$ cat src/rtl/riscv_pkg.sv
// Shared types and constants for the RV32I core front end.
package riscv_pkg;

  // Canonical bubble: addi x0, x0, 0
  localparam logic [31:0] NOP_INSTR    = 32'h0000_0013;
  // Address of the first instruction fetched after reset
  localparam logic [31:0] RESET_VECTOR = 32'h0000_0000;

  // Fetch controller states
  typedef enum logic [1:0] {
    BOOT = 2'd0,
    RUN  = 2'd1,
    HALT = 2'd2
  } fetch_state_t;

  // Contents of the IF/ID pipeline register
  typedef struct packed {
    logic [31:0] pc;
    logic [31:0] pc_plus4;
    logic [31:0] instr;
    logic        valid;
  } ifid_t;

  // Build the IF/ID entry that represents "no instruction"
  function automatic ifid_t make_bubble(input logic [31:0] nop);
    ifid_t b;
    b.pc       = 32'h0000_0000;
    b.pc_plus4 = 32'h0000_0000;
    b.instr    = nop;
    b.valid    = 1'b0;
    return b;
  endfunction

endpackage

$ cat src/rtl/ifid_register.sv
// IF/ID pipeline register: holds when en=0, loads a bubble or the fetched entry.
module ifid_register
  import riscv_pkg::*;
#(
  parameter logic [31:0] NOP_INSTR = riscv_pkg::NOP_INSTR
) (
  input  logic  clk,
  input  logic  rst,
  input  logic  en,
  input  logic  bubble,
  input  ifid_t d,
  output ifid_t q
);

  ifid_t q_reg;

  // Reset to a bubble; otherwise update only when enabled
  always_ff @(posedge clk) begin
    if (rst) begin
      q_reg <= make_bubble(NOP_INSTR);
    end else if (en) begin
      if (bubble) begin
        q_reg <= make_bubble(NOP_INSTR);
      end else begin
        q_reg <= d;
      end
    end
  end

  assign q = q_reg;

endmodule

$ cat src/rtl/fetch_stage.sv
// IF stage: owns the PC, drives the instruction memory address, fills IF/ID,
// and applies stalls, EX redirects and fetch-fault halting.
module fetch_stage
  import riscv_pkg::*;
#(
  parameter logic [31:0] RESET_PC   = riscv_pkg::RESET_VECTOR,
  parameter int          IMEM_WORDS = 4096,
  parameter logic [31:0] NOP_INSTR  = riscv_pkg::NOP_INSTR
) (
  input  logic        clk,
  input  logic        rst,
  input  logic        Stall,
  input  logic        Flush,
  input  logic [31:0] RedirectPC,
  output logic [31:0] ImemAddr,
  input  logic [31:0] ImemInstr,
  output logic [31:0] IfIdPC,
  output logic [31:0] IfIdPCPlus4,
  output logic [31:0] IfIdInstr,
  output logic        IfIdValid,
  output logic        FetchFault,
  output logic [31:0] FetchCount
);

  // One past the last legal byte address; 33 bits so a 4 GiB ROM still compares
  localparam logic [32:0] PC_LIMIT = 33'(IMEM_WORDS) * 33'd4;

  fetch_state_t state_reg, state_next;
  logic [31:0]  pc_reg, pc_next;
  logic         fault_reg, fault_next;
  logic [31:0]  count_reg, count_next;

  logic         ifid_en;
  logic         ifid_bubble;
  ifid_t        ifid_d;
  ifid_t        ifid_q;

  logic [31:0]  pc_plus4;
  logic         pc_out_of_range;
  logic         redirect_misaligned;

  assign pc_plus4            = pc_reg + 32'd4;
  assign pc_out_of_range     = ({1'b0, pc_reg} >= PC_LIMIT);
  assign redirect_misaligned = (RedirectPC[1:0] != 2'b00);

  // Entry presented to IF/ID when a real fetch completes
  always_comb begin
    ifid_d          = make_bubble(NOP_INSTR);
    ifid_d.pc       = pc_reg;
    ifid_d.pc_plus4 = pc_plus4;
    ifid_d.instr    = ImemInstr;
    ifid_d.valid    = 1'b1;
  end

  // State, PC, fault and counter registers
  always_ff @(posedge clk) begin
    if (rst) begin
      state_reg <= BOOT;
      pc_reg    <= RESET_PC;
      fault_reg <= 1'b0;
      count_reg <= 32'h0000_0000;
    end else begin
      state_reg <= state_next;
      pc_reg    <= pc_next;
      fault_reg <= fault_next;
      count_reg <= count_next;
    end
  end

  // Next-state, next-PC and IF/ID control; redirect outranks stall,
  // stall outranks the range check
  always_comb begin
    state_next  = state_reg;
    pc_next     = pc_reg;
    fault_next  = fault_reg;
    count_next  = count_reg;
    ifid_en     = 1'b1;
    ifid_bubble = 1'b1;

    case (state_reg)
      BOOT: begin
        // Single settling cycle; Stall and Flush have no effect here
        state_next = RUN;
      end

      RUN: begin
        if (Flush && redirect_misaligned) begin
          state_next = HALT;
          fault_next = 1'b1;
        end else if (Flush) begin
          pc_next = RedirectPC;
        end else if (Stall) begin
          ifid_en = 1'b0;
        end else if (pc_out_of_range) begin
          state_next = HALT;
          fault_next = 1'b1;
        end else begin
          ifid_bubble = 1'b0;
          count_next  = count_reg + 32'd1;
          pc_next     = pc_plus4;
        end
      end

      HALT: begin
        // Frozen until reset; keep feeding bubbles downstream
        fault_next = 1'b1;
      end

      default: begin
        state_next = HALT;
        fault_next = 1'b1;
      end
    endcase
  end

  ifid_register #(
    .NOP_INSTR (NOP_INSTR)
  ) u_ifid (
    .clk    (clk),
    .rst    (rst),
    .en     (ifid_en),
    .bubble (ifid_bubble),
    .d      (ifid_d),
    .q      (ifid_q)
  );

  assign ImemAddr    = pc_reg;
  assign IfIdPC      = ifid_q.pc;
  assign IfIdPCPlus4 = ifid_q.pc_plus4;
  assign IfIdInstr   = ifid_q.instr;
  assign IfIdValid   = ifid_q.valid;
  assign FetchFault  = fault_reg;
  assign FetchCount  = count_reg;

endmodule

$ cat config.mk
export PLATFORM = sky130hd
export DESIGN_NAME = fetch_stage
export DESIGN_NICKNAME = d
export VERILOG_FILES = /design/src/rtl/riscv_pkg.sv /design/src/rtl/ifid_register.sv /design/src/rtl/fetch_stage.sv
export SDC_FILE = /design/constraint.sdc
export NUM_CORES = 1
export LEC_CHECK = 0
export ABC_AREA = 1
export CAP_MARGIN = 0
export CORE_AREA = 2 2 146 148
export DETAILED_ROUTE_END_ITERATION = 12
export DIE_AREA = 0 0 148 150
export PLACE_DENSITY = 0.68
export RECOVER_POWER = 25
export SLEW_MARGIN = 20
export SYNTH_ARGS = -nofsm -noshare
export SYNTH_HDL_FRONTEND = slang
export SYNTH_HIERARCHICAL = 1
export SYNTH_SLANG_ARGS = --single-unit
$ cat constraint.sdc
create_clock -name clk -period 2.07 [get_ports clk]
set_input_delay 0.207 -clock clk [delete_from_list [all_inputs] [get_ports clk]]
set_output_delay 0.207 -clock clk [all_outputs]
set_load 0.03 [all_outputs]
==> reports/metrics.csv, run 1 <==
stage;metric;value;unit
clocking;htree_levels;4;
worst_hold_path;min_path_cells;2;
placed_design;place_area;10800;um2
critical_path;timing.rr.end;u_ifid/q[59];
grt;grt_max_degree;55;
pwr;leakage;4.27;nW
pwr;p_total;0.0102;W
timing;layout_worst_path_cycle_share;91.6;%
timing;fmax;0.527;GHz
routing;drt_first_pass_iters;5;
timing;slew-limit-headroom;60.3;%
routing;drtIter0Drc;442;
clocking;insertion_delay;0.43;ns
critical_path;crit_start;ImemAddr[16];
critical_path;end_kind;primary output;
cells_and_area;largest_reg_flops;97;
routing;vias;8449;
synthesis;synth_cell_types;36;
synthesis;avgSynthCellArea;6.87;um2
critical_path;critical_path_class;flop to primary output;
job;drv_cap;0;
timing;skew;0.0101;ns
routing;ant_nets;0;
pwr;powerDensity;903;nW/um2
clocking;root_buffer;clkbuf_16;
synthesis;syn_nets;1248;
timing;slew_viol_final;0;
critical_path;worstPathRequired;1.86;ns
routing;wl_per_cell;15.4;um
die;io_pins;230;
die;die_h;150;um
die;coreArea;20700;um2
critical_path;timing.rr.start;ImemAddr[2];
clocking;cts_buffer_depth;2;
routing;viasPerCell;4.99;
die;num_rows;53;
synthesis;synth.yosys.warnings;6;
critical_path;ff2ff_setup_slack;0.18;ns
clocking;cts_buffers;17;
routing;route.final.wire_length;26.0;mm
die;dieArea;22200;um2
cells_and_area;most-common-layout-cells;nand2_1 (347), clkdlybuf4s50_1 (176), dfxtp_1 (163);
synthesis;synth_area;8090;um2
placed_design;gp_congestion;0.945;
timing;finalSetupViolations;0;
synthesis;seq_area_frac_synth;40.6;%
critical_path;start_kind;flop;
timing;min_period;1.90;ns
grt;grt_pass1_vias;7665;
placed_design;placedCellCount;1660;
clocking;cts.sinks;164;
timing;hold_viol;0;
cells_and_area;syn_to_final_growth;40.4;%
clocking;cts_tree;yes;
outcome;outcome;completed;
timing;tightest_slew;0.595;ns
pwr;irDropWorstVdd;0.601;mV
die;start_util;39.1;%
cells_and_area;nNetsFinal;1475;
critical_path;cp-endpoint;ImemAddr[16];
placed_design;pre_cts_ws;0.160;ns
timing;rsz0062_at_grt;false;
grt;grt_pass1_wl;40.6;mm
timing;worst_slack;0.174;ns
timing;fin_setup_tns;0;ns
critical_path;arrival;1.69;ns
routing;drc_errors;0;
grt;gr-total-overflow;0;
cells_and_area;drive_above_1_share;8.47;%
clocking;clk_pin_slew;0.08;ns
placed_design;dp_hpwl;18.8;mm
grt;grt.total_usage;22.9;%
critical_path;critical_path.max_fanout;4;
placed_design;numPortBuffers;229;
cells_and_area;fin_cells;1693;
synthesis;netlist_instances;1177;
worst_hold_path;worst_hold_path_type;input port to flop;
cells_and_area;mostFrequentLayoutCell;nand2_1;
critical_path;rr_worst_depth;10;
grt;antenna_found_initial;1;
synthesis;ys_seq_elements;164;
cells_and_area;fin_area;11400;um2
die;die_x;148;um
==> what timing repair did <==
item                       CTS  global route
gates resized for setup      0             1
setup buffers                0             0
setup endpoints to repair    0             1
hold endpoints to repair     0             0
hold buffers                 0             0
==> logic make-up (layout without fill, tap and decap cells) <==
group | after synthesis | count (layout) | share of synthesized area, %
and+or+nand+nor | 678 | 678 | 36.2
DFF | 164 | 164 | 40.6
AOI/OAI and AO/OA | 157 | 157 | 10.5
buffers and inverters | 138 | 378 | 8.29
xor gates and xnor gates | 33 | 33 | 3.57
adders and majority gates | 3 | 3 | 0.464
muxes | 3 | 3 | 0.371
other | 1 | 2 | 0.0464
==> area by class of cell <==
cell class | count | area [um2]
multi-input cells | 875 | 4130
flip-flops and latches | 164 | 3280
repair buffers | 279 | 2740
clock buffers | 18 | 439
fillers | 2011 | 9340
well taps | 275 | 344
inverters | 67 | 258
clock inverters | 14 | 153
diodes | 1 | 2.50
==> power breakdown <==
| part | leakage (nW) | internal [W] | total [W] | switching [W] |
|---|---|---|---|---|
| Combinational | 2.66 | 0.00123 | 0.00351 | 0.00227 |
| Clock | 0.287 | 0.00166 | 0.00316 | 0.00150 |
| Sequential | 1.32 | 0.00340 | 0.00358 | 0.000184 |
| Total | 4.27 | 0.00629 | 0.0102 | 0.00396 |
==> per-layer routing <==
layer | up-vias | part of all wire [%] | track usage [%]
met1 | 3855 | 43 | 29.4
met5 | - | 0 | 0
met3 | 30 | 7.5 | 5.24
met4 | 0 | 1.4 | 6.95
met2 | 306 | 48 | 38.4
li1 | 4258 | - | -
==> synth_stat cells, drive strengths merged <==
cell | instances | share of area, %
xnor2 | 6 | 0.65
ha | 3 | 0.46
nor3 | 13 | 1.1
clkbuf | 16 | 0.74
xor2 | 27 | 2.9
nor2 | 123 | 6.0
nand3b | 11 | 1.0
and3 | 1 | 0.077
inv | 67 | 3.2
buf | 55 | 4.4
nand4 | 10 | 0.85
nor3b | 2 | 0.19
nor4 | 2 | 0.23
a21oi | 148 | 9.9
and2 | 6 | 0.46
nand3 | 159 | 9.8
dfxtp | 164 | 41
o21bai | 1 | 0.093
o21ai | 8 | 0.50
conb | 1 | 0.046
or2 | 1 | 0.077
mux2i | 3 | 0.37
nand2 | 350 | 16
==> worst max-delay path, cell delays in order, from the launching register on <==
cell and delay, ns:
dfxtp_1 0.40, buf_4 0.17, clkdlybuf4s50_1 0.70
==> through the flow <==
stage	utilization (%)	hold slack, ns
2_1_floorplan	-	0.334
3_5_place_dp	52.1	0.445
6_report	54.9	0.207
4_1_cts	55.0	0.184
3_3_place_gp	52.1	0.440
5_1_grt	54.9	0.194
==> worst min path at each step <==
| stage | startpoint | endpoint |
|---|---|---|
| after global routing | rst | u_ifid/q[36] |
| after floorplan | RedirectPC[30] | ImemAddr[30] |
| final | rst | u_ifid/q[36] |
| after global placement | FetchFault | FetchFault |
| after detailed placement | FetchFault | FetchFault |
| after CTS | rst | u_ifid/q[34] |
(Power assumes the default switching activity.)
==> inputs of run 2 (changes only) <==
- CORE_AREA: 2 2 146 148 -> 2 2 133 135
- DIE_AREA: 0 0 148 150 -> 0 0 135 137
- GPL_ROUTABILITY_DRIVEN: default -> 0
- PLACE_DENSITY: 0.68 -> 0.8
==> reports/metrics.csv, run 2 (synthesized netlist as in run 1, its figures left out) <==
stage;metric;value;unit;change
outcome;outcome;completed;;
routing;drc_errors;0;;unchanged
grt;grt_pass1_vias;7934;;+3.5%
clocking;root_buffer;clkbuf_16;;
routing;route.final.wire_length;26.5;mm;+1.9%
timing;tightest_slew;0.519;ns;-0.0769 ns
cells_and_area;nNetsFinal;1472;;-0.20%
pwr;leakage;4.35;nW;+2.0%
routing;ant_nets;0;;unchanged
timing;skew;0.0115;ns;+0.00142 ns
timing;finalSetupViolations;0;;unchanged
critical_path;critical_path.max_fanout;29;;+25
cells_and_area;final_core_util;66.4;%;+12 points
routing;dr_wl_met2;12.7;mm;+2.5%
timing;layout_worst_path_cycle_share;92.5;%;+0.89 points
grt;grt_pass1_wl;40.4;mm;-0.63%
critical_path;critical_path_class;flop to flop;;
clocking;insertion_delay;0.43;ns;about the same
timing;hold_viol;0;;unchanged
worst_hold_path;min_path_cells;2;;unchanged
critical_path;end_kind;flop;;
grt;grt_max_degree;70;;+27%
cells_and_area;antenna_cells;0;;-1
cells_and_area;largest_reg_flops;97;;unchanged
timing;fmax;0.522;GHz;-0.96%
critical_path;start_kind;flop;;
die;die_x;135;um;-8.8%
timing;rsz0062_at_grt;false;;
critical_path;arrival;2.25;ns;+0.56 ns
placed_design;dp_hpwl;18.6;mm;-0.81%
routing;drt_first_pass_iters;7;;+2
cells_and_area;most-common-layout-cells;nand2_1 (347), dfxtp_1 (163), nand3_1 (159);;
timing;slew_viol_final;0;;unchanged
die;die_h;137;um;-8.7%
die;dieArea;18500;um2;-17%
job;drv_cap;0;;unchanged
worst_hold_path;worst_hold_path_type;input port to flop;;
routing;wl_met3;2.30;mm;+19%
grt;antenna_found_initial;0;;-1
cells_and_area;syn_to_final_growth;40.0;%;
clocking;htree_levels;4;;unchanged
pwr;irDropWorstVdd;0.653;mV;+8.8%
routing;drtIter0Drc;624;;+41%
grt;grt.total_usage;27.5;%;+4.6 points
clocking;cts_buffers;17;;unchanged
die;num_rows;48;;-9.4%
pwr;powerDensity;925;nW/um2;+2.5%
timing;min_period;1.91;ns;+0.0185 ns
timing;slew-limit-headroom;65.4;%;+5.1 points
routing;vias;8716;;+3.2%
cells_and_area;mostFrequentLayoutCell;nand2_1;;
clocking;cts.sinks;164;;unchanged
clocking;cts_tree;yes;;
routing;route.top_layer_used;met4;;
routing;wl_per_cell;16.2;um;+5.3%
die;io_pins;230;;unchanged
clocking;cts_buffer_depth;2;;unchanged
placed_design;numPortBuffers;229;;unchanged
routing;wl_met1;10.5;mm;-6.4%
critical_path;worstPathRequired;2.41;ns;+0.55 ns
clocking;clk_pin_slew;0.07;ns;about the same
grt;gr-total-overflow;0;;unchanged
clocking;cts_setup_buffers;0;;unchanged
timing;whs;0.188;ns;-0.0188 ns
timing;fin_setup_tns;0;ns;unchanged
critical_path;rr_worst_depth;10;;unchanged
routing;viasPerCell;5.32;;+6.6%
die;start_util;47.4;%;+8.3 points
die;coreArea;17100;um2;-18%
cells_and_area;drive_above_1_share;8.56;%;+0.089 points
## run 2: changes by cell type in the layout (fill, tap and decap cells not counted), sizes merged
cell and delta:
dlygate4sd3 +23, diode -1, clkdlybuf4s50 -23, clkinvlp +1, inv -2, bufinv +2, buf -4
## run 2: metal layers
metal  up-vias  global-route usage, %
met1      4010                   34.0
met2       395                   46.5
met3        63                   6.30
met4         0                   11.2
li1       4248                      -
met5         -                      0
## run 2: where the power goes
| part | total, W | switching (W) | internal, W | leakage, nW |
|---|---|---|---|---|
| Clock | 0.00332 | 0.00148 | 0.00184 | 0.294 |
| Combinational | 0.00357 | 0.00231 | 0.00126 | 2.73 |
| Sequential | 0.00359 | 0.000188 | 0.00340 | 1.32 |
| Total | 0.0105 | 0.00398 | 0.00650 | 4.35 |
## run 2: worst paths after layout
kind / slack, ns / endpoint / startpoint
setup / recovery: 0.16 / u_ifid/q[25] / state_reg[0]
setup reg to reg: 0.16 / u_ifid/q[25] / state_reg[0]
hold reg to reg: 0.46 / u_ifid/q[74] / u_ifid/q[74]
hold / removal: 0.19 / state_reg[1] / rst
## run 2: cell type report
| type | instances | area, um2 |
|---|---|---|
| clock buffers | 17 | 425 |
| clock inverters | 15 | 191 |
| repair buffers | 276 | 2740 |
| flip-flops and latches | 164 | 3280 |
| inverters | 67 | 259 |
| well taps | 225 | 282 |
| multi-input cells | 875 | 4140 |
| fillers | 1463 | 5730 |
## run 2: through the flow
step / instance area (um2) / setup WS, ns / total power [W] / instances
floorplan: 8090 / 0.148 / 0.00580 / 1177
global placement: 10600 / 0.151 / 0.00706 / 1605
detailed placement: 10600 / 0.138 / 0.00711 / 1605
CTS: 11300 / 0.0479 / 0.0104 / 1637
global route: 11300 / 0.0151 / 0.0109 / 1639
finish: 11300 / 0.155 / 0.0105 / 1639
## run 2: timing repair
action / in CTS / in global routing
hold buffers: 0 / 0
resized for setup: 0 / 8
endpoints found under the setup margin: 0 / 43
## run 2: worst max-delay path, stage by stage (launching register included)
cell and delay (ns):
dfxtp_1 0.33, inv_1 0.05, nor2_2 0.15, buf_8 0.24, inv_1 0.12, nor2_1 0.23
inv_2 0.12, inv_4 0.12, buf_4 0.19, nand2_1 0.08, a21oi_1 0.21
==> inputs of run 3 (changes only) <==
- CTS_BUF_LIST: default -> sky130_fd_sc_hd__clkbuf_16
- PLACE_DENSITY: 0.8 -> 0.89
==> reports/metrics.csv, run 3 (synthesized netlist as in run 1, its figures left out) <==
stage;metric;value;unit;change
outcome;outcome;completed;;
job;drv_cap;0;;unchanged
grt;grt_max_degree;112;;+60%
timing;finalSetupViolations;0;;unchanged
cells_and_area;nNetsFinal;1469;;-0.20%
grt;met2_usage;47.1;%;+0.59 points
timing;hold_viol;0;;unchanged
critical_path;cp_slowest_stage_delay;0.41;ns;+0.08 ns
cells_and_area;drive_above_1_share;8.15;%;-0.41 points
timing;fmax;0.500;GHz;-4.3%
routing;route.final.wire_length;26.3;mm;-0.58%
timing;slew_viol_final;0;;unchanged
timing;min_period;2.00;ns;+0.0858 ns
critical_path;start_kind;flop;;
critical_path;timing.rr.end;u_ifid/q[62];;
clocking;cts_buffer_depth;2;;unchanged
critical_path;cp-endpoint;u_ifid/q[62];;
pwr;leakage;4.26;nW;-2.1%
die;coreArea;17100;um2;unchanged
timing;layout_worst_path_cycle_share;96.7;%;+4.1 points
critical_path;crit_start;ImemAddr[2];;
placed_design;numPortBuffers;229;;unchanged
routing;drc_errors;0;;unchanged
cells_and_area;mostFrequentLayoutCell;nand2_1;;
cells_and_area;fill_cells;1413;;-3.4%
grt;top_usage_layer;met2;;
routing;ant_nets;0;;unchanged
worst_hold_path;hold_start;rst;;
critical_path;arrival;2.36;ns;+0.11 ns
grt;grt_pass1_vias;8213;;+3.5%
grt;gr-total-overflow;0;;unchanged
critical_path;critical_path_class;flop to flop;;
critical_path;worstPathRequired;2.43;ns;+0.02 ns
worst_hold_path;worst_hold_path_type;input port to flop;;
critical_path;path_cells;buf_4, nand3_1, inv_1, nand3_1, nor2_1, nand3_1, xor2_1, nand3_1, a21oi_1;;
timing;fin_setup_tns;0;ns;unchanged
die;die_h;137;um;unchanged
routing;drtIter0Drc;848;;+36%
cells_and_area;fin_cells;1637;;-0.12%
grt;grt_use_met1;33.0;%;-1.0 points
clocking;clk_pin_slew;0.08;ns;about the same
grt;grt_pass1_wl;40.9;mm;+1.4%
timing;slew-limit-headroom;60.9;%;-4.6 points
timing;tightest_slew;0.586;ns;+0.0677 ns
timing;skew;0.0145;ns;+0.00300 ns
critical_path;critPathBufInv;2;;-4
die;num_rows;48;;unchanged
cells_and_area;largest_reg_flops;97;;unchanged
critical_path;ff2ff_setup_slack;0.07;ns;-0.09 ns
grt;antenna_found_initial;2;;+2
timing;whs;0.112;ns;-0.0767 ns
pwr;irDropWorstVdd;0.670;mV;+2.5%
grt;met3_usage;6.85;%;+0.56 points
clocking;root_buffer;clkbuf_16;;
clocking;insertion_delay;0.43;ns;about the same
clocking;htree_levels;4;;unchanged
routing;wl_per_cell;16.1;um;-0.46%
placed_design;placedCellCount;1603;;-0.12%
critical_path;cp_slowest_cell;dfxtp_1;;
die;io_pins;230;;unchanged
timing;rsz0062_at_grt;false;;
grt;grt.total_usage;27.7;%;+0.13 points
critical_path;timing.rr.start;ImemAddr[2];;
die;dieArea;18500;um2;unchanged
routing;drt_first_pass_iters;7;;unchanged
critical_path;critical_path.max_fanout;4;;-86%
pwr;powerDensity;925;nW/um2;about the same
routing;viasPerCell;5.43;;+2.0%
critical_path;cpMostUsedCell;nand3_1;;
die;start_util;47.4;%;unchanged
clocking;cts.sinks;164;;unchanged
critical_path;end_kind;flop;;
clocking;hold_buffers;0;;unchanged
critical_path;cp.depth;9;;-1
placed_design;dp_hpwl;18.7;mm;+0.56%
critical_path;cpLargestDelayFamily;simple AND/OR/NAND/NOR gates;;
routing;vias;8883;;+1.9%
cells_and_area;most-common-layout-cells;nand2_1 (348), clkdlybuf4s50_1 (179), dfxtp_1 (163);;
clocking;cts_tree;yes;;
cells_and_area;syn_to_final_growth;39.7;%;
critical_path;rr_worst_depth;9;;-1
die;die_x;135;um;unchanged
clocking;cts_buffers;17;;unchanged
-- run 3: cell count changes in the layout (fill, tap and decap cells not counted), sizes merged --
cell	delta
buf	-2
clkbuf	-1
dlygate4sd3	-26
inv	-3
diode	+1
clkinv	+7
bufinv	-1
clkdlybuf4s50	+26
clkinvlp	-3
-- run 3: worst reg2reg max path: stages (launching register included) --
cell	delay, ns
dfxtp_1	0.41
buf_4	0.16
nand3_1	0.15
inv_1	0.14
nand3_1	0.14
nor2_1	0.37
nand3_1	0.14
xor2_1	0.20
nand3_1	0.10
a21oi_1	0.13
-- run 3: report_power, final --
group / switching [W] / internal, W
logic: 0.00232 / 0.00125
clock network: 0.00155 / 0.00176
registers: 0.000175 / 0.00340
-- run 3: worst min path at each step --
| stage | endpoint | slack, ns | depth (start not counted) |
|---|---|---|---|
| finish | FetchCount[28] | 0.11 | 2 |
| CTS | FetchCount[27] | 0.11 | 2 |
| global placement | FetchFault | 0.44 | 2 |
| floorplan | ImemAddr[30] | 0.33 | 2 |
| global route | FetchCount[5] | 0.13 | 2 |
| detailed placement | FetchFault | 0.44 | 2 |
-- run 3: stage by stage --
stage                     worst slack [ns]  instance area, um2  util [%]  total power, W
after floorplan                      0.148                8090         -         0.00580
after global placement               0.206               10700      62.5         0.00704
after detailed placement             0.130               10700      62.5         0.00711
after CTS                            0.103               11300      66.2          0.0104
after global routing              0.000678               11300      66.2          0.0109
final                               0.0693               11300      66.3          0.0104
-- run 3: layout make-up --
class / instances / area, um2 / area share, %
timing repair buffer: 273 / 2710 / 24.0
tap: 225 / 282 / 2.49
antenna: 1 / 2.50 / 0.0221
inverter: 67 / 260 / 2.30
sequential: 164 / 3280 / 29.1
multi-input combinational: 875 / 4130 / 36.5
clock buffer: 17 / 425 / 3.76
clock inverter: 15 / 210 / 1.86
-- run 3: what timing repair did --
item | in CTS | in global routing
setup buffers | 0 | 0
endpoints found under the setup margin | 0 | 56
resized for setup | 0 | 5
-- run 3: layer usage --
layer	share of wire (%)	vias to the layer above
li1	-	4264
met1	38	4054
met2	48	480
met3	9.9	85
met4	3.9	0
met5	0	-
==> variant: new RTL, config.mk and constraints of run 2 <==
Set the parameter `IMEM_WORDS` to 3072 (it was 4096).
--- a/src/rtl/fetch_stage.sv
+++ b/src/rtl/fetch_stage.sv
@@ -6,3 +6,3 @@
   parameter logic [31:0] RESET_PC   = riscv_pkg::RESET_VECTOR,
-  parameter int          IMEM_WORDS = 4096,
+  parameter int          IMEM_WORDS = 3072,
   parameter logic [31:0] NOP_INSTR  = riscv_pkg::NOP_INSTR
Formal check against the unedited RTL: not equivalent (Yosys sat finds a counterexample within 4 cycles, from zero or initial values and one cycle with rst high).
==> variant against run 2 <==
- clock power is essentially flat
- power decreased by 8.8%
- cell count grew 4.2%
- synthesized area is 1.5% higher
- sequential cell count unchanged
- hold slack better by 120 ps
- final area up 2.3%
- worst setup slack worse by 39 ps
- fmax fell by 2.0%
- routed wire length is the same
- non-clock buffer count increased by 13
==> variant: results (changes against run 2) <==
| Metric | Value |
|---|---|
| Status | `finished clean` |
| Peak VDD IR | `0.6654 mV (+1.8%)` |
| Max Fanout on Critical Path | `32 (+10%)` |
| Reg-to-Reg End | `u_ifid/q[38]$_SDFFE_PP0P_` |
| Pre-Repair DR Iteration Count | `5 (-2)` |
| Placed instance area | `10900 sq um (+2.4%)` |
| Vias | `9020 (+3.5%)` |
| DR iter-0 viols | `636 (+1.9%)` |
| Fin nets | `1541 (+4.7%)` |
| Overall routing resource usage | `0.2800 (+0.004769)` |
| Async SR Flop Fraction | `0 (unchanged)` |
| Antenna fix cells | `0 (unchanged)` |
| Layout Skew | `8.413 ps (-3.113 ps)` |
| Synth cell types | `33 (-8.3%)` |
| H-Tree Depth | `4 (unchanged)` |
| Antenna violations before repair | `0 (unchanged)` |
| Max-slew headroom | `0.5979 (-0.05637)` |
| Hpwl dp | `18.69 mm (+0.43%)` |
| Largest net degree at the start of global routing | `100 (+43%)` |
| Port bufs | `229 (unchanged)` |
| Cell family with most CP delay | `simple AND/OR/NAND/NOR gates` |
| WL final | `26.49 mm (unchanged)` |
| Arrival time at the worst endpoint | `2300 ps (+50 ps)` |
| Top post-synthesis cells by area | `dfxtp_1, nand2_1, nand3_1` |
| Clk pin slew, worst setup/hold paths | `70 ps (about the same)` |
| First-pass GRT wire length | `41.30 mm (+2.3%)` |
| Number of buffers on the longest clock path | `2 (unchanged)` |
| Critical Path Source Type | `flop` |
| Clk Latency, worst-skew pair | `420 ps` |
| Net Count, Synth | `1304 (+4.5%)` |
| Post-synthesis sequential area ratio | `0.3999 (-0.006002)` |
| Worst flop-to-flop path startpoint | `ImemAddr[24]$_SDFFE_PP0P_` |
| Share of cells above drive strength 1 | `0.08496 (-0.0006099)` |
| DP Worst Slack | `-82.41 ps (-220.0 ps)` |
| Final Worst Setup Slack | `115.9 ps (-39.18 ps)` |
| Crit path max-delay cell type | `dfxtp_1` |
| Pleak | `4.537 nW (+4.3%)` |
| Commonest cells post-synth | `nand2_1, nand3_1, dfxtp_1` |
| Yosys warning count | `6 (unchanged)` |
| Vias in the first global route | `8248 (+4.0%)` |
## variant: cell count changes after synthesis, moves of 4 or more
cell	run 2	this run
o21ai_0	8	12
nand3_1	159	172
nor3_1	9	5
nand2_1	347	381
nand3b_1	11	0
inv_1	63	75
a21oi_1	132	142
nor2_1	117	137
a21oi_2	16	0
## variant: cell families after synthesis
kind of cell	after synthesis	share of synthesized area
adders and majority gates	3	0.004573
buffers and inverters	149	0.08733
and+or+nand+nor	728	0.3774
muxes	3	0.003658
xor gates and xnor gates	29	0.03094
DFF	164	0.3999
AOI/OAI and AO/OA	156	0.09572
other	1	0.0004568
## variant: per-layer routing
metal	global-route usage	wire [um]	vias to the layer above
met5	0	0	-
met4	0.1007	688	0
met3	0.06852	2463	53
met2	0.4814	12620	420
met1	0.3414	10710	4107
li1	-	-	4440
## variant: repair_timing
action | in CTS | in global routing
setup endpoints to repair | 94 | 77
hold endpoints to repair | 0 | 0
pin swaps | 0 | 3
gates cloned | 1 | 0
setup buffers | 0 | 2
hold buffers | 0 | 0
resized for setup | 4 | 12
## variant: final cells by class
class | count | area [sq um]
inverter | 78 | 300.3
clock buffer | 18 | 429.2
sequential | 164 | 3284
fill | 1415 | 5466
tap | 225 | 281.5
timing repair buffer | 289 | 2855
multi-input combinational | 920 | 4248
clock inverter | 14 | 191.4
## variant: worst min-delay path, delay by kind of cell
family	cells	cell delay, ps
AND/OR/NAND/NOR	1	130
buffers and inverters	2	350
## variant: where the power goes
part           leakage, nW  total (mW)  switching (mW)  internal, mW
Sequential            1.32        3.44           0.114          3.32
Clock                0.298        3.33            1.39          1.94
Combinational         2.91        2.79            1.77          1.02
## variant: worst min-delay path by stage
| stage | from | to | slack [ps] | cells after the start |
|---|---|---|---|---|
| 2_1_floorplan | ImemInstr[0] | u_ifid/q[1]$_SDFFE_PP1P_ | 340 | 2 |
| 3_3_place_gp | FetchFault$_SDFFE_PP0P_ | FetchFault$_SDFFE_PP0P_ | 440 | 2 |
| 3_5_place_dp | FetchFault$_SDFFE_PP0P_ | FetchFault$_SDFFE_PP0P_ | 450 | 2 |
| 4_1_cts | rst | state_reg[1]$_SDFFE_PP0P_ | 320 | 3 |
| 5_1_grt | rst | FetchCount[15]$_SDFFE_PP0P_ | 330 | 3 |
| 6_report | rst | state_reg[1]$_SDFFE_PP0P_ | 310 | 3 |
## variant: through the flow
stage               setup TNS, ps  hold WS (ps)  std cells    util
finish                          0         309.0       1708  0.6795
CTS                             0         324.4       1706  0.6777
global route               -156.1         329.5       1708  0.6795
floorplan                       0         341.7       1233       -
detailed placement          -4521         450.4       1673  0.6389
global placement            -1331         437.8       1673  0.6389
